**src/rtl/exp_share_arbiter.sv**
```systemverilog
// Shares one fixed-latency exponent unit among NUM_REQ lanes. Results are tagged with
// the issuing lane and sit in a credit-protected FIFO. Define EXP_ARB_FIXED_PRIO_EN to
// let the lowest-index lane always win instead of round-robin.
`timescale 1ns/1ps
module exp_share_arbiter #(
  parameter int NUM_REQ    = 4,
  parameter int ID_W       = 2,
  parameter int EXP_LAT    = 1,
  parameter int FIFO_DEPTH = 4
) (
  input  logic                   clock,
  input  logic                   resetn,
  input  logic [NUM_REQ-1:0]     req_valid,
  output logic [NUM_REQ-1:0]     req_ready,
  input  logic [8*NUM_REQ-1:0]   req_data,
  output logic [7:0]             exp_in,
  input  logic [7:0]             exp_out,
  output logic                   rsp_valid,
  input  logic                   rsp_ready,
  output logic [7:0]             rsp_data,
  output logic [ID_W-1:0]        rsp_id
);
  localparam int CW = $clog2(FIFO_DEPTH + 1);
  localparam int PW = (FIFO_DEPTH > 1) ? $clog2(FIFO_DEPTH) : 1;
  localparam logic [CW-1:0] DEPTH_C = CW'(FIFO_DEPTH);
  localparam logic [PW-1:0] LAST_P  = PW'(FIFO_DEPTH - 1);

  typedef struct packed {
    logic [ID_W-1:0] id;
    logic [7:0]      data;
  } rsp_t;

  logic [CW-1:0]                count_q, count_d, occ_q, occ_d;
  logic [PW-1:0]                wr_ptr_q, wr_ptr_d, rd_ptr_q, rd_ptr_d;
  logic [EXP_LAT-1:0]           vld_pipe_q, vld_pipe_d;
  logic [EXP_LAT-1:0][ID_W-1:0] id_pipe_q, id_pipe_d;
  rsp_t                         mem_q [FIFO_DEPTH];
  logic                         issue_ok, grant, push, pop;
  logic [ID_W-1:0]              gnt_id;

  // Gating on resetn keeps req_ready low while reset is held, not just after an edge.
  assign issue_ok = resetn && (count_q < DEPTH_C);

`ifdef EXP_ARB_FIXED_PRIO_EN
  always_comb begin
    grant  = 1'b0;
    gnt_id = '0;
    for (int i = NUM_REQ - 1; i >= 0; i--)
      if (req_valid[i]) begin
        grant  = issue_ok;
        gnt_id = ID_W'(i);
      end
  end
`else
  logic [ID_W-1:0] rr_ptr_q, rr_ptr_d;
  int              rr_idx;

  // Scan offsets high to low so the nearest valid lane at/after the pointer wins last.
  always_comb begin
    grant  = 1'b0;
    gnt_id = '0;
    rr_idx = 0;
    for (int k = NUM_REQ - 1; k >= 0; k--) begin
      rr_idx = int'(rr_ptr_q) + k;
      if (rr_idx >= NUM_REQ) rr_idx = rr_idx - NUM_REQ;
      if (req_valid[rr_idx]) begin
        grant  = issue_ok;
        gnt_id = ID_W'(rr_idx);
      end
    end
    rr_ptr_d = rr_ptr_q;
    if (grant) rr_ptr_d = (gnt_id == ID_W'(NUM_REQ - 1)) ? '0 : gnt_id + ID_W'(1);
  end

  always_ff @(posedge clock or negedge resetn) begin
    if (!resetn) rr_ptr_q <= '0;
    else         rr_ptr_q <= rr_ptr_d;
  end
`endif

  assign req_ready = grant ? (NUM_REQ'(1) << gnt_id) : '0;
  assign exp_in    = grant ? req_data[8*int'(gnt_id) +: 8] : 8'h00;

  assign push      = vld_pipe_q[EXP_LAT-1];
  assign rsp_valid = (occ_q != '0);
  assign pop       = rsp_valid && rsp_ready;
  assign rsp_data  = rsp_valid ? mem_q[rd_ptr_q].data : 8'h00;
  assign rsp_id    = rsp_valid ? mem_q[rd_ptr_q].id   : '0;

  always_comb begin
    vld_pipe_d    = vld_pipe_q;
    id_pipe_d     = id_pipe_q;
    vld_pipe_d[0] = grant;
    id_pipe_d[0]  = gnt_id;
    for (int i = 1; i < EXP_LAT; i++) begin
      vld_pipe_d[i] = vld_pipe_q[i-1];
      id_pipe_d[i]  = id_pipe_q[i-1];
    end

    // Credits cover both in-flight ops and buffered results.
    count_d = count_q;
    case ({grant, pop})
      2'b10:   count_d = count_q + CW'(1);
      2'b01:   count_d = count_q - CW'(1);
      default: count_d = count_q;
    endcase

    occ_d = occ_q;
    case ({push, pop})
      2'b10:   occ_d = occ_q + CW'(1);
      2'b01:   occ_d = occ_q - CW'(1);
      default: occ_d = occ_q;
    endcase

    wr_ptr_d = wr_ptr_q;
    rd_ptr_d = rd_ptr_q;
    if (push) wr_ptr_d = (wr_ptr_q == LAST_P) ? '0 : wr_ptr_q + PW'(1);
    if (pop)  rd_ptr_d = (rd_ptr_q == LAST_P) ? '0 : rd_ptr_q + PW'(1);
  end

  always_ff @(posedge clock or negedge resetn) begin
    if (!resetn) begin
      count_q    <= '0;
      occ_q      <= '0;
      wr_ptr_q   <= '0;
      rd_ptr_q   <= '0;
      vld_pipe_q <= '0;
      id_pipe_q  <= '0;
    end else begin
      count_q    <= count_d;
      occ_q      <= occ_d;
      wr_ptr_q   <= wr_ptr_d;
      rd_ptr_q   <= rd_ptr_d;
      vld_pipe_q <= vld_pipe_d;
      id_pipe_q  <= id_pipe_d;
    end
  end

  always_ff @(posedge clock) begin
    if (push) mem_q[wr_ptr_q] <= '{id: id_pipe_q[EXP_LAT-1], data: exp_out};
  end
endmodule
```
**config.mk**
```make
export PLATFORM = sky130hd
export DESIGN_NAME = exp_share_arbiter
export DESIGN_NICKNAME = d
export VERILOG_FILES = /design/src/rtl/exp_share_arbiter.sv
export SDC_FILE = /design/constraint.sdc
export NUM_CORES = 1
export LEC_CHECK = 0
export ABC_AREA = 0
export BUFFER_PORTS_ARGS = -buffer_cell sky130_fd_sc_hd__buf_2
export CAP_MARGIN = 10
export CORE_MARGIN = 8
export CORE_UTILIZATION = 55
export DETAILED_ROUTE_END_ITERATION = 6
export GPL_TIMING_DRIVEN = 0
export PLACE_DENSITY = 0.83
export SLEW_MARGIN = 20
export SYNTH_ARGS = -nofsm -noshare
export SYNTH_HDL_FRONTEND = slang
export SYNTH_SLANG_ARGS = --single-unit
```
**constraint.sdc**
```tcl
create_clock -name clock -period 3.7 [get_ports clock]
set_clock_uncertainty 0.05 [all_clocks]
set_input_delay 0.74 -clock clock [delete_from_list [all_inputs] [get_ports clock]]
set_output_delay 0.74 -clock clock [all_outputs]
set_load 0.05 [all_outputs]
```
==> implementation parameters <==
Parameter                              Value

Outcome
  Outcome    completed

Logic synthesis
  Register area share after synthesis    ~60%
  Number of storage elements in the synthesis netlist    55
  Cell count after synthesis    171
  Number of enable flip-flop cells after synthesis    40
  Synth Cell Area    around 2700 um2
  Count of unique library cells instantiated by Yosys    35
  Synthesized area divided by synthesized cell count    between 15 and 20 um2
  Synthesized Nets    approximately 230
  Synth warn    0
  Async set or reset register ratio after synthesis    between 20% and 30%
  Top FF cell, synth    sky130_fd_sc_hd__edfxtp_1

Finish
  # nets final    307
  Utilization after layout    between 60% and 70%
  Share of cells above drive strength 1    between 40% and 50%
  Post-route standard cell area excluding fillers    3200 um2
  N_diodes    0
  Multi-input gate area    approximately 1000 um2
  Fillers    322
  Post-layout instance count excluding filler cells    around 320
  Synthesis-to-layout area growth    19.4%
  Sequential Area    around 1600 um2

Power and ir drop
  Leak    1.37 nW
  Post-layout power    around 2.6 mW
  VDD IR-drop max    387 uV
  Pwr/cell area    ~800 nW/um2

Clock network
  Number of setup buffers added after CTS    0
  CTS tree    built
  Post-CTS Hold Buffers    0
  Number of CTS-inserted buffers    5
  Clock Latency Late Sink    approximately 0.31 ns
  Largest buffer count on any clock path    2
  Clock transition at the registers of the reported paths    approximately 0.10 ns
  Quantity of gates resized following cts    0
  Sinks on the clock net    55
  Clock root buffer    sky130_fd_sc_hd__clkbuf_8
  H-Tree Depth    2

STA
  Setup repair after global routing missed its margin    false
  Headroom to the max-slew limit    64.0%
  Hold Worst Slack    roughly 0.28 ns
  Slew at the pin closest to its max-slew limit    approximately 0.54 ns
  Number of max-slew violations in the final report    0
  Final Hold Violating Endpoints    0
  Smallest setup slack after layout    0.670 ns
  Final period demand of the worst path    slightly above 3 ns
  Period Utilization, post-route    between 80% and 90%
  TNS Setup    0 ns
  Maximum frequency from static timing analysis    about 0.33 GHz
  Count of endpoints failing setup in the final report    0

Floorplanning
  Die H    around 86 um
  Starting Density    a little under three fifths
  Horizontal extent of the die    roughly 86 um
  Area inside the core boundary    between 4000 and 5000 um2
  Overall die area    7360 um2
  Total number of placement rows    25
  Num ports    70

Global routing
  Global-route total usage across every layer    about 14%
  Via count of the first global-routing pass    1742
  Initial antenna violation count    0
  Maximum number of pins on one net before global-route repair    19
  Grt ovf    0
  First-pass GRT wire length    between 8000 and 9000 um

Detailed routing
  Initial detailed-routing violation count    54
  Routed via count    1618
  Post-route antenna net violation count    0
  First-pass iteration count of the detailed router    4
  Routed len/inst    approximately 16 um
  Total wire length after detailed routing    approximately 5000 um
  Vias per cell    roughly 5.1
  DR DRC count    0

Job
  Number of maximum-capacitance constraint violations    0

Setup path
  R2R setup slack    between 1.5 and 2 ns
  Worst path cell trace    buf_2, nor3b_4, nand2_2, o22ai_1, buf_2
  Peak fanout along the critical path    16
  Arrival time reported for the critical path endpoint    roughly 2.2 ns
  Largest stage delay on the critical path    about 0.47 ns
  Startpoint Class    input pin
  Nature of the critical path endpoint    primary output
  Required time at the worst-slack endpoint    around 2.9 ns
  Most numerous cell on the critical path    sky130_fd_sc_hd__buf_2
  Slowest cell on crit path    sky130_fd_sc_hd__nor3b_4
  Start-to-end type of the worst setup path    input pin to primary output

Worst hold path
  Class of the worst hold path    input pin to async pin

Place
  Count of input and output buffers    ~70
  Worst slack at placement    between 0.6 and 0.7 ns
  Routability Congestion    about 0.78
  Placement Cell Area    slightly above 3000 um2
  Number of cells in the design after placement    307
  Half-perimeter wire length of the detailed placement result    around 3900 um
cell usage after synthesis (2+ instances only):
| master | n | area, um2 |
|---|---|---|
| sky130_fd_sc_hd__edfxtp_1 | 40 | 1200 |
| sky130_fd_sc_hd__and2_1 | 18 | 113 |
| sky130_fd_sc_hd__mux2i_1 | 18 | 180 |
| sky130_fd_sc_hd__dfrtp_1 | 15 | 375 |
| sky130_fd_sc_hd__ha_1 | 11 | 138 |
| sky130_fd_sc_hd__inv_1 | 10 | 37.5 |
| sky130_fd_sc_hd__mux4_2 | 10 | 225 |
| sky130_fd_sc_hd__o22ai_1 | 8 | 50.1 |
| sky130_fd_sc_hd__mux2_2 | 3 | 33.8 |
| sky130_fd_sc_hd__nand2_1 | 3 | 11.3 |
| sky130_fd_sc_hd__o21ai_0 | 3 | 15.0 |
| sky130_fd_sc_hd__xnor2_1 | 3 | 26.3 |
| sky130_fd_sc_hd__xor2_1 | 3 | 26.3 |
| sky130_fd_sc_hd__a21oi_1 | 2 | 10.0 |
| sky130_fd_sc_hd__fa_1 | 2 | 40.0 |
| sky130_fd_sc_hd__nor2_1 | 2 | 7.51 |
| sky130_fd_sc_hd__or3_1 | 2 | 12.5 |
registers in the layout, indices dropped and copies added, names as in the netlist:
signal	flops
push	1
id_pipe_q	2
mem_q	40
rr_ptr_q	2
wr_ptr_q	2
count_q	3
rd_ptr_q	2
occ_q	3
routing by layer:
metal,vias up,track usage (%),part of all wire (%)
met5,-,0,0
met4,0,3.82,1.0
met3,6,6.40,9.2
met2,67,23.5,48
met1,757,16.2,41
li1,788,-,-
area by class of cell:
cell class              instances  share of cell area (%)
clock buffers                   5                    2.15
plain buffers                   5                    1.49
inverters                      11                    1.29
multi-input cells             100                    31.7
flip-flops and latches         55                    49.3
well taps                      67                    2.62
clock inverters                 3                   0.704
repair buffers                 69                    10.8
path summary, 6_finish.rpt:
path | startpoint | to | cells after the start
min in group clock | occ_q[2]$_DFFE_PN0P_ | occ_q[2]$_DFFE_PN0P_ | 1
worst min register to register | occ_q[2]$_DFFE_PN0P_ | occ_q[2]$_DFFE_PN0P_ | 1
max in group asynchronous | resetn | rd_ptr_q[0]$_DFFE_PN0N_ | 1
worst min-delay path | resetn | rr_ptr_q[0]$_DFFE_PN0P_ | 1
worst max register to register | occ_q[0]$_DFFE_PN0P_ | count_q[2]$_DFFE_PN0P_ | 8
worst max-delay path | resetn | exp_in[2] | 5
cells in the final DEF, fill, tap and decap left out, types with 2 or more instances in the layout:
cell type	Yosys	final
sky130_fd_sc_hd__and2_1	18	18
sky130_fd_sc_hd__clkbuf_8	0	5
sky130_fd_sc_hd__or3_1	2	2
sky130_fd_sc_hd__edfxtp_1	40	40
sky130_fd_sc_hd__ha_1	11	11
sky130_fd_sc_hd__fa_1	2	2
sky130_fd_sc_hd__buf_2	1	70
sky130_fd_sc_hd__nor2_1	2	2
sky130_fd_sc_hd__a21oi_1	2	2
sky130_fd_sc_hd__mux2i_1	18	18
sky130_fd_sc_hd__mux2_2	3	3
sky130_fd_sc_hd__mux4_2	10	10
sky130_fd_sc_hd__xnor2_1	3	3
sky130_fd_sc_hd__o22ai_1	8	8
sky130_fd_sc_hd__inv_6	0	2
sky130_fd_sc_hd__dfrtp_1	15	15
sky130_fd_sc_hd__xor2_1	3	3
sky130_fd_sc_hd__o21ai_0	3	3
sky130_fd_sc_hd__nand2_1	3	3
sky130_fd_sc_hd__inv_1	10	10
logic make-up after synthesis:
kind of cell / after synthesis / synth area share (%)
flip-flops: 55 / 58.9
XOR/XNOR: 6 / 1.96
AO/OA/AOI/OAI: 16 / 3.97
adder cells (fa/ha/maj): 13 / 6.63
buffers and inverters: 16 / 3.32
multiplexers: 31 / 16.4
AND/OR/NAND/NOR: 34 / 8.87
power breakdown:
group          internal [mW]  switching (mW)  total (mW)
clock                  0.137           0.193       0.331
combinational          0.496           0.829        1.33
sequential             0.819          0.0921       0.911
worst max-delay path, delay by kind of cell:
kind	cells	cell delay [ns]
and+or+nand+nor	2	0.68
buffers and inverters	2	0.60
AOI/OAI and AO/OA	1	0.21
Power figures use the tool's default switching activity.
